## src/rtl/vga_pkg.sv

```systemverilog
// Shared types for the video pipeline: level select, brightness range and the
// level-fade sequencer states.
package vga_pkg;

  typedef enum logic [1:0] {
    LEVEL_0,
    LEVEL_1,
    LEVEL_2,
    LEVEL_3
  } level_t;

  localparam int unsigned FADE_MAX = 15;

  typedef enum logic [1:0] {
    StIdle,
    StFadeOut,
    StSwap,
    StFadeIn
  } fade_state_e;

endpackage

```

## src/rtl/level_fade_ctrl_if.sv

```systemverilog
// Request handshake from game logic plus the level/brightness outputs of the
// level fade sequencer.
interface level_fade_ctrl_if;
  import vga_pkg::*;

  logic       req_valid;
  level_t     req_level;
  logic       req_ready;
  level_t     level;
  logic [3:0] fade;
  logic       busy;
  logic       done;

  modport master (
    output req_valid,
    output req_level,
    input  req_ready,
    input  level,
    input  fade,
    input  busy,
    input  done
  );

  modport slave (
    input  req_valid,
    input  req_level,
    output req_ready,
    output level,
    output fade,
    output busy,
    output done
  );

endinterface

```

## src/rtl/frame_edge_det.sv

```systemverilog
// Registers vblnk and emits a one-cycle tick on its rising edge (frame start).
module frame_edge_det (
  input  logic clk,
  input  logic rst,
  input  logic vblnk,
  output logic tick
);

  logic vblnk_d;

  always_ff @(posedge clk) begin
    if (rst) begin
      vblnk_d <= 1'b0;
    end else begin
      vblnk_d <= vblnk;
    end
  end

  assign tick = vblnk & ~vblnk_d;

endmodule

```

## src/rtl/level_fade_ctrl.sv

```systemverilog
// Applies background level changes at frame boundaries. With LEVEL_FADE_EN
// defined the picture is faded out and back in around the swap.
module level_fade_ctrl #(
  parameter int unsigned FRAMES_PER_STEP = 2,
  parameter int unsigned FADE_MAX        = vga_pkg::FADE_MAX
) (
  input  logic               clk,
  input  logic               rst,
  input  logic               vblnk,
  level_fade_ctrl_if.slave   bus
);

  import vga_pkg::*;

  localparam logic [3:0] FadeFull = 4'(FADE_MAX);

  logic        tick;
  fade_state_e state_q, state_d;
  level_t      level_q, level_d;
  level_t      target_q, target_d;
  logic        busy_q;
  logic        done_q, done_d;

  frame_edge_det u_frame_edge_det (
    .clk   (clk),
    .rst   (rst),
    .vblnk (vblnk),
    .tick  (tick)
  );

`ifdef LEVEL_FADE_EN
  localparam int unsigned CntW = (FRAMES_PER_STEP > 1) ? $clog2(FRAMES_PER_STEP) : 1;
  localparam logic [CntW-1:0] CntLast = CntW'(FRAMES_PER_STEP - 1);

  logic [CntW-1:0] cnt_q, cnt_d;
  logic [3:0]      fade_q, fade_d;
  logic            step;

  // Tick that completes a brightness step.
  assign step = tick && (cnt_q == CntLast);
`else
  logic unused_cfg;
  assign unused_cfg = ^FRAMES_PER_STEP;
`endif

  always_comb begin
    state_d  = state_q;
    level_d  = level_q;
    target_d = target_q;
    done_d   = 1'b0;
`ifdef LEVEL_FADE_EN
    cnt_d    = cnt_q;
    fade_d   = fade_q;
`endif

    unique case (state_q)
      StIdle: begin
        if (bus.req_valid) begin
          if (bus.req_level == level_q) begin
            done_d = 1'b1;
          end else begin
            target_d = bus.req_level;
`ifdef LEVEL_FADE_EN
            cnt_d    = '0;
            state_d  = StFadeOut;
`else
            state_d  = StSwap;
`endif
          end
        end
      end

`ifdef LEVEL_FADE_EN
      StFadeOut: begin
        if (step) begin
          cnt_d  = '0;
          fade_d = (fade_q != 4'd0) ? fade_q - 4'd1 : 4'd0;
          if (fade_d == 4'd0) begin
            state_d = StSwap;
          end
        end else if (tick) begin
          cnt_d = cnt_q + 1'b1;
        end
      end

      StSwap: begin
        if (tick) begin
          level_d = target_q;
          cnt_d   = '0;
          state_d = StFadeIn;
        end
      end

      StFadeIn: begin
        if (step) begin
          cnt_d  = '0;
          fade_d = (fade_q < FadeFull) ? fade_q + 4'd1 : FadeFull;
          if (fade_d == FadeFull) begin
            state_d = StIdle;
            done_d  = 1'b1;
          end
        end else if (tick) begin
          cnt_d = cnt_q + 1'b1;
        end
      end
`else
      StSwap: begin
        if (tick) begin
          level_d = target_q;
          state_d = StIdle;
          done_d  = 1'b1;
        end
      end
`endif

      default: begin
        state_d = StIdle;
      end
    endcase
  end

  always_ff @(posedge clk) begin
    if (rst) begin
      state_q  <= StIdle;
      level_q  <= LEVEL_0;
      target_q <= LEVEL_0;
      busy_q   <= 1'b0;
      done_q   <= 1'b0;
    end else begin
      state_q  <= state_d;
      level_q  <= level_d;
      target_q <= target_d;
      busy_q   <= (state_d != StIdle);
      done_q   <= done_d;
    end
  end

`ifdef LEVEL_FADE_EN
  always_ff @(posedge clk) begin
    if (rst) begin
      cnt_q  <= '0;
      fade_q <= FadeFull;
    end else begin
      cnt_q  <= cnt_d;
      fade_q <= fade_d;
    end
  end

  assign bus.fade = fade_q;
`else
  assign bus.fade = FadeFull;
`endif

  assign bus.req_ready = (state_q == StIdle);
  assign bus.level     = level_q;
  assign bus.busy      = busy_q;
  assign bus.done      = done_q;

endmodule

```

## src/flat_wrapper.sv

```systemverilog
// flat-port wrapper written by rule: the top's interface ports become plain ports
module level_fade_ctrl_flat import vga_pkg::*;
#(
  parameter int unsigned FRAMES_PER_STEP = 2,
  parameter int unsigned FADE_MAX        = vga_pkg::FADE_MAX
)
  (clk, rst, vblnk, bus_req_valid, bus_req_level, bus_req_ready, bus_level, bus_fade, bus_busy, bus_done);
  level_fade_ctrl_if bus_i ();
  input  logic clk;
  input  logic rst;
  input  logic vblnk;
  input wire logic [$bits(bus_i.req_valid)-1:0] bus_req_valid;
  input wire logic [$bits(bus_i.req_level)-1:0] bus_req_level;
  output wire logic [$bits(bus_i.req_ready)-1:0] bus_req_ready;
  output wire logic [$bits(bus_i.level)-1:0] bus_level;
  output wire logic [$bits(bus_i.fade)-1:0] bus_fade;
  output wire logic [$bits(bus_i.busy)-1:0] bus_busy;
  output wire logic [$bits(bus_i.done)-1:0] bus_done;
  assign bus_i.req_valid = bus_req_valid;
  assign bus_i.req_level = bus_req_level;
  assign bus_req_ready = bus_i.req_ready;
  assign bus_level = bus_i.level;
  assign bus_fade = bus_i.fade;
  assign bus_busy = bus_i.busy;
  assign bus_done = bus_i.done;
  level_fade_ctrl #(.FRAMES_PER_STEP(FRAMES_PER_STEP), .FADE_MAX(FADE_MAX)) u_core (.clk(clk), .rst(rst), .vblnk(vblnk), .bus(bus_i));
endmodule
```

## config.mk

```make
export PLATFORM = sky130hd
export DESIGN_NAME = level_fade_ctrl_flat
export DESIGN_NICKNAME = d
export VERILOG_FILES = /design/src/rtl/vga_pkg.sv /design/src/rtl/level_fade_ctrl_if.sv /design/src/rtl/frame_edge_det.sv /design/src/rtl/level_fade_ctrl.sv /design/src/flat_wrapper.sv
export SDC_FILE = /design/constraint.sdc
export NUM_CORES = 1
export LEC_CHECK = 0
export BUFFER_PORTS_ARGS = -buffer_cell sky130_fd_sc_hd__buf_2
export CAP_MARGIN = 15
export CORE_AREA = 2 2 39 41
export DETAILED_ROUTE_END_ITERATION = 8
export DIE_AREA = 0 0 41 43
export GPL_ROUTABILITY_DRIVEN = 0
export PLACE_DENSITY = 0.63
export SYNTH_ARGS = -nofsm -noshare
export SYNTH_HDL_FRONTEND = slang
export SYNTH_SLANG_ARGS = --single-unit
```

## constraint.sdc

```tcl
create_clock -name clk -period 1.3 [get_ports clk]
set_input_delay 0.065 -clock clk [delete_from_list [all_inputs] [get_ports clk]]
set_output_delay 0.065 -clock clk [all_outputs]
set_load 0.01 [all_outputs]
```

==> flow_metrics.py, run 1 <==
metrics = {
    "outcome": {
        "outcome": "finished, final reports clean",
    },
    "power_and_ir_drop": {
        "powerDensity_nw_per_um2": 1050,
        "ir_drop_v": 0.000467,
        "leakagePower_uw": 0.000240,
    },
    "hold_path": {
        "worst_hold_path_type": "in -> reg",
        "min_from": "vblnk",
        "min_path_cells": 2,
        "whs_endpoint": "u_core.u_frame_edge_det.vblnk_d",
    },
    "synthesis": {
        "ys_top_cells_by_area": "dfxtp_1 43%, mux2i_1 9.5%, buf_4 7.1%, a2111oi_4 6.5%, o21ba_1 4.8%",
        "ys_types": 17,
        "ys_warn_count": 0,
        "synth_seq_area_share": 0.429,
        "syn_inst": 40,
        "synthesis.area_um2": 420,
        "ys_ff_latch": 9,
        "synth_top_area_share": 0.429,
        "syn_area_per_cell_um2": 10.5,
        "yosys.area.top_type": "dfxtp_1",
    },
    "global_route": {
        "grt_pass1_vias": 261,
        "antenna_found_initial": 0,
        "grt-ovfl-total": 0,
        "grt_pass1_wl_mm": 1.14,
        "grt_use_total": 0.102,
        "grt_max_degree": 11,
    },
    "floorplanning": {
        "num_rows": 14,
        "die_area_um2": 1760,
        "fp.coreArea_um2": 1380,
        "initial_core_util": 0.304,
        "fp.dieH_um": 43,
        "io_pins": 15,
        "die_w_um": 41,
    },
    "sta": {
        "final-setup-viol-count": 0,
        "holdWs_ps": 35.0,
        "rsz0062_at_grt": "true",
        "finalCritPeriodShare": 0.983,
        "report.final.slew_viol_count": 0,
        "fin_skew_ps": 1.45,
        "period_needed_ps": 1280,
        "hold_violations": 0,
        "fmax_mhz": 783,
    },
    "clock_tree": {
        "root_buffer": "clkbuf_4",
        "cts_buffers": 3,
        "htreeDepth": 1,
        "cts_hold_buf": 0,
        "cts_sinks": 9,
        "insertion_delay_ps": 260,
        "tritoncts": "built",
        "cts_buffer_depth": 2,
        "clk_pin_slew_ps": 60,
    },
    "finish": {
        "diodes": 0,
        "most-common-layout-cells": "10 x buf_2, 7 x dfxtp_1, 5 x conb_1",
        "nets": 60,
        "final_cell_area_um2": 547,
        "drive_above_1_share": 0.377,
        "nFillCells": 145,
        "syn2layout_area_growth_pct": 30.1,
        "mostFrequentLayoutCell": "buf_2",
        "fin_cells": 69,
    },
    "job": {
        "drv_cap": 0,
    },
    "route": {
        "drt_iter0_markers": 3,
        "antenna_left": 0,
        "dr.pass1.iters": 2,
        "postRouteWirelength_um": 705,
        "drc_errors": 0,
        "routed-via-count": 296,
        "viasPerCell": 4.29,
        "wire_per_inst_um": 10.2,
    },
    "worst_setup_path": {
        "end_kind": "flop",
        "rrSetupSlack_ps": 20,
        "critical_path_class": "reg -> reg",
        "cp.required_ps": 1490,
        "cp_max_fo": 4,
        "worstRegToRegCells": 3,
        "arrival_ps": 1470,
        "reg2reg_to": "u_core.target_q[0]",
        "start_kind": "flop",
        "r2r-start": "u_core.bus.level[1]",
    },
    "placement": {
        "hpwl_um": 480,
        "placed_area_um2": 468,
        "placedCellCount": 64,
        "portBuffers": 10,
    },
}
==> worst max-delay path by stage <==
stage	to	slack, ps	start
global placement	u_core.target_q[1]	50	u_core.bus.level[1]
finish	u_core.target_q[0]	20	u_core.bus.level[1]
CTS	u_core.target_q[1]	10	u_core.bus.level[0]
global route	u_core.target_q[0]	-60	u_core.bus.level[1]
detailed placement	u_core.target_q[1]	4	u_core.bus.level[1]
floorplan	u_core.target_q[0]	50	u_core.bus.level[1]
==> through the flow <==
| step | power, uW | worst slack (ps) | TNS [ps] | utilization |
|---|---|---|---|---|
| 2_1_floorplan | 349 | 48.2 | 0 | - |
| 3_3_place_gp | 358 | 50.5 | 0 | 0.338 |
| 3_5_place_dp | 358 | 3.94 | 0 | 0.338 |
| 4_1_cts | 580 | 14.3 | 0 | 0.379 |
| 5_1_grt | 603 | -57.5 | -105 | 0.395 |
| 6_report | 574 | 22.2 | 0 | 0.395 |
==> where the power goes <==
part	internal (uW)	total (uW)	switching (uW)
Combinational	34.2	67.5	33.2
Sequential	282	290	8.19
Clock	118	217	98.5
Total	434	574	140
==> logic make-up after synthesis <==
logic type | share of synthesized area
compound gates | 0.134
xor+xnor | 0.0417
other cells | 0.0179
simple gates | 0.193
buf+inv | 0.0893
mux | 0.0952
flops | 0.429
==> metal layers <==
layer	global-route usage	part of all wire
met3	0.0314	0.074
met4	0.100	0.0099
met1	0.128	0.43
met2	0.128	0.48
met5	0	0
==> layout make-up <==
class / instances / area [um2] / share of cell area
multi-input combinational: 28 / 251 / 0.460
sequential: 9 / 188 / 0.343
clock buffer: 4 / 26.3 / 0.0481
inverter: 1 / 3.75 / 0.00686
tap: 16 / 20.0 / 0.0366
timing repair buffer: 11 / 57.6 / 0.105
==> flip-flops by register name (all words and copies together), names as in the netlist <==
| name | count |
|---|---|
| u_core.target_q | 2 |
| u_core.bus.busy | 1 |
| u_core.bus.level | 2 |
| u_core.u_frame_edge_det.vblnk_d | 1 |
| u_core.bus.done | 1 |
| u_core.state_q | 2 |
==> worst max-delay path: stages (launching register included) <==
cell and delay [ps]:
dfxtp_4 360, xnor2_4 130, a2111oi_4 470, mux2i_1 240
==> synth_stat cells, drive strengths merged <==
master	number
dfxtp	9
buf	4
mux2i	4
nand2b	3
nor2	3
nor2b	3
conb	2
o21ba	2
xnor2	2
a2111oi	1
a32oi	1
and4bb	1
clkbuf	1
inv	1
nor3	1
nor3b	1
or2b	1
==> timing repair <==
| item | in CTS | in global routing |
|---|---|---|
| gates resized for setup | 4 | 4 |
| endpoints found under the setup margin | 1 | 2 |
| pin swaps | 2 | 2 |
| setup buffers | 1 | 0 |
Power figures use the tool's default switching activity.
==> run 2, diff against run 1 <==
PLACE_DENSITY = 0.62   (was 0.63)
SYNTH_HIERARCHICAL = 1   (was not set)
==> flow_metrics.py, run 2 <==
metrics = {
    "floorplanning": {
        "num_rows": 14,
        "io_pins": 15,
        "fp.coreArea_um2": 1380,
        "fp.dieH_um": 43,
        "initial_core_util": 0.295,
        "die_w_um": 41,
        "die_area_um2": 1760,
    },
    "synthesis": {
        "ys_types": 15,
        "yosys.area.top_type": "dfxtp_1",
        "synth_seq_area_share": 0.442,
        "ys_warn_count": 6,
        "syn_inst": 38,
        "synthTopCellsByCount": "9 x dfxtp_1, 4 x buf_4, 4 x mux2i_1, 4 x nand2b_1, 3 x nor2_1",
        "synth_edf_count": 0,
        "synthFlopType": "dfxtp_1",
        "ys_top_cells_by_area": "dfxtp_1 44%, mux2i_1 9.8%, buf_4 7.4%, nor2b_4 6.7%, nand2b_1 6.1%",
        "yosysMostFrequentCell": "dfxtp_1",
        "async_flop_share": 0,
        "ys_ff_latch": 9,
        "syn_area_per_cell_um2": 10.7,
        "synth_top_area_share": 0.442,
        "synthesis.area_um2": 408,
    },
    "job": {
        "drv_cap": 0,
    },
    "sta": {
        "finalCritPeriodShare": 0.842,
        "fin_skew_ps": 2.11,
        "period_needed_ps": 1090,
        "final-setup-viol-count": 0,
        "fmax_mhz": 913,
        "tns_ps": 0,
        "hold_violations": 0,
        "report.final.slew_viol_count": 0,
        "rsz0062_at_grt": "false",
        "setup_ws_ps": 205,
    },
    "clock_tree": {
        "htreeDepth": 1,
        "clk_pin_slew_ps": 60,
        "cts_buffers": 3,
        "root_buffer": "clkbuf_4",
        "cts_hold_buf": 0,
        "cts_buffer_depth": 2,
        "cts_resized": 0,
        "insertion_delay_ps": 250,
        "tritoncts": "built",
        "post_cts_buffers": 0,
        "cts_sinks": 9,
    },
    "finish": {
        "syn2layout_area_growth_pct": 19.0,
        "fin_cells": 67,
        "most-common-layout-cells": "10 x buf_2, 9 x dfxtp_1, 5 x conb_1",
        "multi_input_area_um2": 209,
        "final_util": 0.351,
        "diodes": 0,
        "nFillCells": 153,
        "drive_above_1_share": 0.333,
        "mostFrequentLayoutCell": "buf_2",
        "seqCellArea_um2": 180,
        "nets": 58,
    },
    "placement": {
        "place_ws_ps": 218,
        "portBuffers": 10,
        "placedCellCount": 63,
    },
    "route": {
        "dr.pass1.iters": 4,
        "antenna_left": 0,
        "wire_per_inst_um": 8.94,
        "postRouteWirelength_um": 599,
        "drt_iter0_markers": 6,
        "viasPerCell": 3.99,
        "routed-via-count": 267,
        "drc_errors": 0,
    },
    "power_and_ir_drop": {
        "ir_drop_v": 0.000279,
        "power.total_uw": 558,
        "powerDensity_nw_per_um2": 1150,
        "leakagePower_uw": 0.000241,
    },
    "worst_setup_path": {
        "path_cells": "nor3b_2, a21boi_2, mux2i_1",
        "cp.required_ps": 1480,
        "start_kind": "flop",
        "slowest_delay_ps": 330,
        "end_kind": "flop",
        "crit_path_top_delay_cell": "dfxtp_1",
        "critical_path_class": "reg -> reg",
        "arrival_ps": 1280,
        "cp_max_fo": 4,
    },
    "global_route": {
        "grt_max_degree": 11,
        "antenna_found_initial": 0,
        "grt_use_total": 0.0806,
        "grt-ovfl-total": 0,
        "grt_pass1_wl_um": 910,
        "grt_pass1_vias": 247,
    },
    "outcome": {
        "outcome": "finished, final reports clean",
    },
    "hold_path": {
        "worst_hold_path_type": "in -> reg",
    },
}
[run 2: power breakdown]
part	leakage (uW)	total [uW]	switching, uW	internal (uW)
Combinational	0.000153	57.3	28.2	29.1
Sequential	0.0000736	292	6.02	286
Clock	0.0000150	209	91.0	118
[run 2: worst max-delay path, delay by kind of cell (launching register included)]
| family | cells | cell delay, ps |
|---|---|---|
| multiplexers | 1 | 200 |
| AO/OA/AOI/OAI | 1 | 290 |
| AND/OR/NAND/NOR | 1 | 200 |
| flip-flops | 1 | 330 |
[run 2: cell type report]
cell class | instances | share of cell area
Clock buffer | 4 | 0.0541
Multi-Input combinational cell | 28 | 0.430
Sequential cell | 9 | 0.371
Tap cell | 16 | 0.0412
Timing Repair Buffer | 10 | 0.103
[run 2: final timing paths]
check	startpoint	to	slack (ps)	depth (start not counted)
hold reg to reg	u_core/target_q[0]	u_core/target_q[0]	480	2
setup / recovery	u_core/state_q[0]	u_core/target_q[1]	210	3
hold / removal	vblnk	u_core/u_frame_edge_det/vblnk_d	40	2
setup reg to reg	u_core/state_q[0]	u_core/target_q[1]	210	3
[run 2: through the flow]
step | hold slack, ps | instance area, um2
after floorplan | 129 | 419
after global placement | 299 | 459
final | 43.7 | 485
after CTS | 36.6 | 485
after detailed placement | 307 | 459
after global routing | 50.4 | 485
[run 2: layer usage]
| layer | GRT usage | part of all wire |
|---|---|---|
| met3 | 0.0314 | 0.083 |
| met4 | 0.0600 | 0 |
| met5 | 0 | 0 |
| met1 | 0.0912 | 0.46 |
| met2 | 0.116 | 0.46 |
[run 2: logic make-up (layout without fill, tap and decap cells)]
group / count (synthesis) / in the layout / share of synthesized area
compound gates: 4 / 4 / 0.0889
simple gates: 13 / 13 / 0.236
flops: 9 / 9 / 0.442
xor+xnor: 2 / 2 / 0.0430
buf+inv: 4 / 14 / 0.0736
other cells: 2 / 5 / 0.0184
mux: 4 / 4 / 0.0982
==> run 3, diff against run 2 <==
PLACE_DENSITY = 0.6   (was 0.62)
clock period = 1.1 ns   (was 1.3 ns; I/O delays follow)
==> flow_metrics.py, run 3 (synthesized netlist as in run 2, its figures left out) <==
metrics = {
    "finish": {
        "diodes": 0,
        "fin_cells": 68,
        "final_util": 0.374,
        "nets": 59,
        "syn2layout_area_growth_pct": 27.0,
        "nFillCells": 160,
        "most-common-layout-cells": "10 x buf_2, 7 x dfxtp_1, 5 x conb_1",
        "drive_above_1_share": 0.423,
        "mostFrequentLayoutCell": "buf_2",
    },
    "power_and_ir_drop": {
        "p_int_uw": 519,
        "p_sw_frac": 0.229,
        "p_comb_frac": 0.115,
        "ir_drop_v": 0.000617,
        "p_seq_frac": 0.514,
        "clockPowerShare": 0.370,
        "leakagePower_uw": 0.000259,
        "powerDensity_nw_per_um2": 1300,
        "power_switching_uw": 154,
    },
    "floorplanning": {
        "initial_core_util": 0.295,
        "die_area_um2": 1760,
        "num_rows": 14,
        "fp.coreArea_um2": 1380,
        "io_pins": 15,
        "die_w_um": 41,
        "fp.dieH_um": 43,
    },
    "worst_setup_path": {
        "crit_path_top_delay_cell": "dfxtp_2",
        "slowest_delay_ps": 330,
        "cp_max_fo": 4,
        "end_kind": "flop",
        "arrival_ps": 1250,
        "worst-path-buf-inv": 0,
        "worstRegToRegCells": 3,
        "crit_cells": 3,
        "start_kind": "flop",
        "cp_top_family": "flip-flops",
        "critical_path_class": "reg -> reg",
        "path_cells": "nor3b_2, a21boi_4, mux2i_1",
        "cp.required_ps": 1280,
    },
    "sta": {
        "report.final.slew_viol_count": 0,
        "fin_skew_ps": 5.76,
        "fmax_mhz": 929,
        "hold_violations": 0,
        "setup_ws_ps": 24.1,
        "period_needed_ps": 1080,
        "final-setup-viol-count": 0,
        "rsz0062_at_grt": "true",
        "finalCritPeriodShare": 0.978,
    },
    "route": {
        "wire_per_inst_um": 9.37,
        "drc_errors": 0,
        "dr.pass1.iters": 3,
        "antenna_left": 0,
        "viasPerCell": 4.18,
        "routed-via-count": 284,
        "postRouteWirelength_um": 637,
        "drt_iter0_markers": 3,
    },
    "clock_tree": {
        "tritoncts": "built",
        "cts_hold_buf": 0,
        "insertion_delay_ps": 250,
        "cts_buffers": 3,
        "clk_pin_slew_ps": 60,
        "cts_sinks": 9,
        "htreeDepth": 1,
        "root_buffer": "clkbuf_4",
        "cts_buffer_depth": 2,
    },
    "global_route": {
        "grt-ovfl-total": 0,
        "grt_pass1_vias": 232,
        "antenna_found_initial": 0,
        "grt_use_total": 0.0838,
        "grt_pass1_wl_um": 931,
        "grt_max_degree": 11,
    },
    "placement": {
        "hpwl_um": 455,
        "placedCellCount": 63,
        "portBuffers": 10,
        "place_ws_ps": 0.896,
    },
    "hold_path": {
        "min_path_cells": 2,
        "worst_hold_path_type": "in -> reg",
    },
    "outcome": {
        "outcome": "finished, final reports clean",
    },
    "job": {
        "drv_cap": 0,
    },
}
[run 3: cell types whose count changed in the layout (fill, tap and decap cells not counted), sizes merged]
cell	delta
buf	+1
[run 3: metal layers]
layer  part of all wire  global-route usage
met5                  0                   0
met4                  0              0.0600
met3              0.075              0.0471
met2               0.48               0.103
met1               0.44               0.105
[run 3: worst paths after layout]
check,to,from,slack (ps)
worst max-delay path,u_core/target_q[1],u_core/state_q[1],20
worst min-delay path,u_core/u_frame_edge_det/vblnk_d,vblnk,30
worst max register to register,u_core/target_q[1],u_core/state_q[1],20
worst min register to register,u_core/target_q[1],u_core/target_q[1],480
[run 3: power by group through the flow]
stage	clock (uW)	combinational [uW]	sequential, uW
6_report	249	77.5	346
3_3_place_gp	0	67.7	352
4_1_cts	261	71.2	345
2_1_floorplan	0	53.2	353
5_1_grt	282	84.8	346
3_5_place_dp	0	67.5	353
[run 3: layout make-up]
class	count	area [um2]	area share
Timing Repair Buffer	11	57.6	0.111
Clock buffer	4	26.3	0.0507
Tap cell	16	20.0	0.0386
Sequential cell	9	183	0.353
Multi-Input combinational cell	28	231	0.447
[run 3: repair_timing]
| action | CTS | global route |
|---|---|---|
| gates resized for setup | 1 | 4 |
| pin swaps | 0 | 1 |
| setup buffers | 0 | 1 |
| setup endpoints to repair | 1 | 4 |
[run 3: worst register-to-register path: cells and delay by family (launching register included)]
kind	cells	cell delay, ps
and+or+nand+nor	1	210
muxes	1	200
DFF	1	330
AOI/OAI and AO/OA	1	260
[run 3: through the flow]
stage	instance area (um2)	hold WS (ps)	total power (uW)	TNS, ps
floorplan	419	119	406	0
global placement	459	292	420	0
detailed placement	459	296	420	0
CTS	493	29.5	677	0
global route	518	22.7	713	-23.9
finish	518	29.3	673	0
